**config.mk**
```make
export PLATFORM = sky130hd
export DESIGN_NAME = mem_bus_arbiter
export DESIGN_NICKNAME = d
export VERILOG_FILES = /design/src/rtl/mem_arb_pkg.sv /design/src/rtl/arb_watchdog.sv /design/src/rtl/mem_bus_arbiter.sv
export SDC_FILE = /design/constraint.sdc
export NUM_CORES = 1
export LEC_CHECK = 0
export BUFFER_PORTS_ARGS = -buffer_cell sky130_fd_sc_hd__buf_2
export CORE_AREA = 2 2 123 125
export DETAILED_ROUTE_END_ITERATION = 7
export DIE_AREA = 0 0 125 127
export SYNTH_ARGS = -nofsm -noshare
export SYNTH_HDL_FRONTEND = slang
export SYNTH_HIERARCHICAL = 1
export SYNTH_SLANG_ARGS = --single-unit
```
**constraint.sdc**
```tcl
create_clock -name clk_i -period 1.2 [get_ports clk_i]
set_clock_uncertainty 0.05 [all_clocks]
set_input_delay 0.3 -clock clk_i [delete_from_list [all_inputs] [get_ports clk_i]]
set_output_delay 0.3 -clock clk_i [all_outputs]
set_load 0.02 [all_outputs]
```
**src/rtl/mem_arb_pkg.sv**
```systemverilog
// Shared types and constants for the two-master Wishbone memory bus arbiter.
package mem_arb_pkg;

  // Width of the watchdog cycle counter.
  localparam int ARB_TO_W = 16;

  // Arbiter FSM states.
  typedef enum logic [0:0] {
    ARB_IDLE = 1'b0,
    ARB_BUSY = 1'b1
  } arb_state_e;

  // Grant index values: which master owns the slave port.
  localparam logic GNT_M0 = 1'b0;
  localparam logic GNT_M1 = 1'b1;

  // Round-robin pick among pending masters; a tie goes to the one not served last.
  function automatic logic pick_grant(input logic m0_req, input logic m1_req, input logic last);
    logic pick;
    if (m0_req && m1_req) begin
      pick = (last == GNT_M0) ? GNT_M1 : GNT_M0;
    end else if (m1_req) begin
      pick = GNT_M1;
    end else begin
      pick = GNT_M0;
    end
    return pick;
  endfunction

endpackage

```
**src/rtl/arb_watchdog.sv**
```systemverilog
// Transfer watchdog for mem_bus_arbiter: counts BUSY cycles without an
// acknowledge and flags expiry on the (TIMEOUT_CYCLES-1)th count.
// Only instantiated when MEM_ARB_TIMEOUT_EN is defined.
module arb_watchdog
  import mem_arb_pkg::*;
#(
  parameter int unsigned TIMEOUT_CYCLES = 255
) (
  input  logic clk,
  input  logic rst,
  input  logic clear,
  input  logic run,
  input  logic ack,
  output logic expire
);

  localparam logic [ARB_TO_W-1:0] LIMIT = ARB_TO_W'(TIMEOUT_CYCLES - 1);

  logic [ARB_TO_W-1:0] count_r;

  // Cycle counter: held at zero outside a transfer, advances on each un-acked BUSY cycle.
  always_ff @(posedge clk or posedge rst) begin
    if (rst) begin
      count_r <= {ARB_TO_W{1'b0}};
    end else if (clear) begin
      count_r <= {ARB_TO_W{1'b0}};
    end else if (run && !ack) begin
      count_r <= count_r + ARB_TO_W'(1);
    end else begin
      count_r <= count_r;
    end
  end

  // An ack in the expiry cycle completes the transfer normally, so it masks expiry.
  assign expire = run & ~ack & (count_r == LIMIT);

endmodule

```
**src/rtl/mem_bus_arbiter.sv**
```systemverilog
// Two-master Wishbone classic arbiter (m0 = instruction fetch, m1 = data)
// sharing one memory bus with round-robin grant.
// Optional feature macro: MEM_ARB_TIMEOUT_EN enables the transfer watchdog
// (arb_watchdog); without it both err outputs are tied low.
module mem_bus_arbiter
  import mem_arb_pkg::*;
#(
  parameter int unsigned TIMEOUT_CYCLES = 255
) (
  input  logic        clk_i,
  input  logic        rst_i,
  input  logic        m0_stb_i,
  input  logic        m0_we_i,
  input  logic [31:0] m0_adr_i,
  input  logic [31:0] m0_dat_i,
  input  logic [3:0]  m0_sel_i,
  output logic [31:0] m0_dat_o,
  output logic        m0_ack_o,
  output logic        m0_err_o,
  input  logic        m1_stb_i,
  input  logic        m1_we_i,
  input  logic [31:0] m1_adr_i,
  input  logic [31:0] m1_dat_i,
  input  logic [3:0]  m1_sel_i,
  output logic [31:0] m1_dat_o,
  output logic        m1_ack_o,
  output logic        m1_err_o,
  output logic        s_cyc_o,
  output logic        s_stb_o,
  output logic        s_we_o,
  output logic [31:0] s_adr_o,
  output logic [31:0] s_dat_o,
  output logic [3:0]  s_sel_o,
  input  logic [31:0] s_dat_i,
  input  logic        s_ack_i
);

  if ((TIMEOUT_CYCLES < 1) || (TIMEOUT_CYCLES > 65535)) begin : g_bad_timeout
    $error("mem_bus_arbiter: TIMEOUT_CYCLES must be in 1..65535");
  end

  arb_state_e state_r, state_nxt_s;
  logic       grant_r, grant_nxt_s;
  logic       last_r, last_nxt_s;
  logic       gnt_stb_s;
  logic       expire_s;

  assign gnt_stb_s = (grant_r == GNT_M1) ? m1_stb_i : m0_stb_i;

`ifdef MEM_ARB_TIMEOUT_EN
  arb_watchdog #(
    .TIMEOUT_CYCLES(TIMEOUT_CYCLES)
  ) u_watchdog (
    .clk    (clk_i),
    .rst    (rst_i),
    .clear  (state_r == ARB_IDLE),
    .run    (state_r == ARB_BUSY),
    .ack    (s_ack_i),
    .expire (expire_s)
  );
`else
  assign expire_s = 1'b0;
`endif

  // Next-state, grant and round-robin history decisions.
  always_comb begin
    state_nxt_s = state_r;
    grant_nxt_s = grant_r;
    last_nxt_s  = last_r;
    case (state_r)
      ARB_IDLE: begin
        if (m0_stb_i || m1_stb_i) begin
          grant_nxt_s = pick_grant(m0_stb_i, m1_stb_i, last_r);
          state_nxt_s = ARB_BUSY;
        end else begin
          state_nxt_s = ARB_IDLE;
        end
      end
      ARB_BUSY: begin
        // Ack beats both a simultaneous abort and a watchdog expiry.
        if (s_ack_i || expire_s) begin
          state_nxt_s = ARB_IDLE;
          last_nxt_s  = grant_r;
        end else if (!gnt_stb_s) begin
          // Master abort: give the bus back without counting it as served.
          state_nxt_s = ARB_IDLE;
        end else begin
          state_nxt_s = ARB_BUSY;
        end
      end
      default: begin
        state_nxt_s = ARB_IDLE;
      end
    endcase
  end

  // FSM, grant and last-served registers; m0 wins the first tie after reset.
  always_ff @(posedge clk_i or posedge rst_i) begin
    if (rst_i) begin
      state_r <= ARB_IDLE;
      grant_r <= GNT_M0;
      last_r  <= GNT_M1;
    end else begin
      state_r <= state_nxt_s;
      grant_r <= grant_nxt_s;
      last_r  <= last_nxt_s;
    end
  end

  // Slave-port mux and master handshakes, combinational from the current grant.
  always_comb begin
    s_cyc_o  = 1'b0;
    s_stb_o  = 1'b0;
    s_we_o   = 1'b0;
    s_adr_o  = 32'h0000_0000;
    s_dat_o  = 32'h0000_0000;
    s_sel_o  = 4'h0;
    m0_ack_o = 1'b0;
    m1_ack_o = 1'b0;
    m0_err_o = 1'b0;
    m1_err_o = 1'b0;
    if (state_r == ARB_BUSY) begin
      s_cyc_o = gnt_stb_s & ~expire_s;
      s_stb_o = gnt_stb_s & ~expire_s;
      if (grant_r == GNT_M1) begin
        s_we_o   = m1_we_i;
        s_adr_o  = m1_adr_i;
        s_dat_o  = m1_dat_i;
        s_sel_o  = m1_sel_i;
        m1_ack_o = s_ack_i;
        m1_err_o = expire_s;
      end else begin
        s_we_o   = m0_we_i;
        s_adr_o  = m0_adr_i;
        s_dat_o  = m0_dat_i;
        s_sel_o  = m0_sel_i;
        m0_ack_o = s_ack_i;
        m0_err_o = expire_s;
      end
    end else begin
      s_cyc_o = 1'b0;
    end
  end

  assign m0_dat_o = s_dat_i;
  assign m1_dat_o = s_dat_i;

endmodule

```
==> run metrics <==
sequential area share after synthesis=0.0436; crit path DAT=1420 ps; footprint of the multi-input gates=0.00127 sq mm; syn_area_per_cell=7.38 sq um; Die Y=127 microns; DR WL/cell=10.6 microns; most frequent cells in the layout=209 x buf_2, 68 x nor2_2, 61 x mux2i_1; Hold WC Path Type=in2reg; Core Rows=44; TritonRoute pass-1 iters=4; Num CTS Buffers=3; Root Buffer=clkbuf_16; dpl hpwl=5160 microns; DR iter-0 viols=28; routed via count=2065; initial core utilization=0.121; post-layout minimum cycle time=1770 ps; Chip Width=125 microns; crit start category=flip-flop; Placed Area=0.00279 sq mm; placed cells=570; Seq cells post-synth=3; fin area=0.00296 sq mm; port buffer count=215; final period utilization=1.48; CP startpoint=grant_r$_DFFE_PP0P_; maximum VDD drop=0.677 mV; antenna cell count=0; first-pass GRT wire length=8920 microns; total negative slack=-36480 ps; CTS tree=done; Gate power share=0.863; critical path class=reg2out; status=complete, but fails checks; vias per inst=3.59; max frequency=0.565 GHz; # setup viols final=75; Layout fillers=1627; violated checks=setup timing; Final WS setup=-570 ps; Layout Cells excl Fill=575; Syn-to-layout area delta=69.0%; pre-CTS WS=-374 ps; initial antenna violation count=0; vias in the first global route=2018; sw power=2850 uW; Final nets=567; Cells after Synth=237; clock-pin slew on the worst setup and hold paths=30 ps; Final ANT Viol Nets=0; Cell Area, Synth=0.00175 sq mm; commonest non-fill, non-tap cell in the layout=buf_2; worst flop-to-flop path startpoint=grant_r$_DFFE_PP0P_; remaining global-route overflow=0; Net Sw Frac=0.513; die area=0.0159 sq mm; GP Congestion=0.772; Synth warnings=6; Pins Over Slew Limit=0; LEAKAGE=0.00166 uW; share of cells above drive strength 1=0.808; GRT Total Usage=0.0671; CP Capture Type=output port; final hold vios=0; worst-path fanout max=24; Bufs on Longest Clock Path=2; FF+latch area=80.1 sq um; Hold Startpoint=s_ack_i; clock power share=0.094; largest net degree at the start of global routing=30; core area=0.0144 sq mm; max-cap violations=0; Post-route DRC=0; synth unique cells=18; insertion delay to the later sink of the worst-skew pair=220 ps; Power Internal=2710 uW; H-tree levels=1; Reg power frac=0.042; Ports=314; pwr/cell area=1880 mW/mm^2; Data required, critical path=850 ps; Sink Count=3; RSZ-0062 raised after global routing=yes; final WL=6100 microns
==> worst paths after layout <==
check                                          end  slack (ps)  depth (start not counted)
max in group asynchronous       last_r$_DFFE_PP1P_         430                          3
worst max-delay path                   s_dat_o[13]        -570                          4
worst min-delay path             state_r$_DFF_PP0_         250                          2
worst max register to register   state_r$_DFF_PP0_        -120                          4
min in group asynchronous        state_r$_DFF_PP0_         450                          3
worst min register to register  last_r$_DFFE_PP1P_         460                          1
==> cell type report <==
cell class	count	share of cell area
multi-input combinational	151	0.431
sequential	3	0.0271
inverter	2	0.00296
timing repair buffer	231	0.434
clock buffer	4	0.0267
tap	184	0.0779
==> state kept, by name, summed over array words and instances, names as in the netlist <==
signal and count:
state_r 1, last_r 1, grant_r 1
==> Yosys cell counts, drive strengths merged <==
cell,number,area share
mux2i,70,0.40
nand2,2,0.0043
and3,1,0.0036
conb,1,0.0021
dfrtp,2,0.029
a32o,1,0.0057
buf,76,0.36
nand2b,1,0.0036
inv,2,0.0043
o22ai,1,0.0036
a21o,1,0.0043
nor2,72,0.15
dfstp,1,0.015
clkbuf,6,0.013
==> cell families (layout without fill, tap and decap cells) <==
| family | count (synthesis) | count (layout) | synth area share |
|---|---|---|---|
| muxes | 70 | 70 | 0.401 |
| DFF | 3 | 3 | 0.0436 |
| AOI/OAI and AO/OA | 3 | 3 | 0.0136 |
| other | 1 | 2 | 0.00214 |
| and+or+nand+nor | 76 | 76 | 0.166 |
| buffers and inverters | 84 | 237 | 0.374 |
==> power by group through the flow <==
stage                     registers (uW)  logic, uW  clock network [uW]
after CTS                            236       4760                 532
after detailed placement             236       4670                   0
after global placement               232       4660                   0
final                                236       4790                 524
after floorplan                      180       3860                   0
after global routing                 247       5150                 539
==> per-stage QoR <==
step | util | hold WS [ps] | power (uW)
after floorplan | - | 2.92 | 4040
after global placement | 0.193 | 127 | 4890
after detailed placement | 0.193 | 128 | 4900
after CTS | 0.202 | 248 | 5530
after global routing | 0.205 | 260 | 5940
final | 0.205 | 252 | 5550
==> what timing repair did <==
action	4_1_cts	5_1_grt
setup buffers	0	0
setup endpoints to repair	75	75
pin swaps	0	0
resized for setup	8	11
endpoints found under the hold margin	2	0
hold buffers	1	0
==> per-layer routing <==
metal  up-vias  share of wire  track usage
met2       153           0.54        0.141
met1       873           0.33       0.0618
met5         -              0            0
met4         0          0.024       0.0242
li1       1011              -            -
met3        28           0.11       0.0155
==> critical path, stage by stage (launching register included) <==
cell and delay, ps:
dfrtp_4 480, buf_12 220, mux2i_2 290, nor2_2 40, buf_2 150
(Power assumes the default switching activity.)
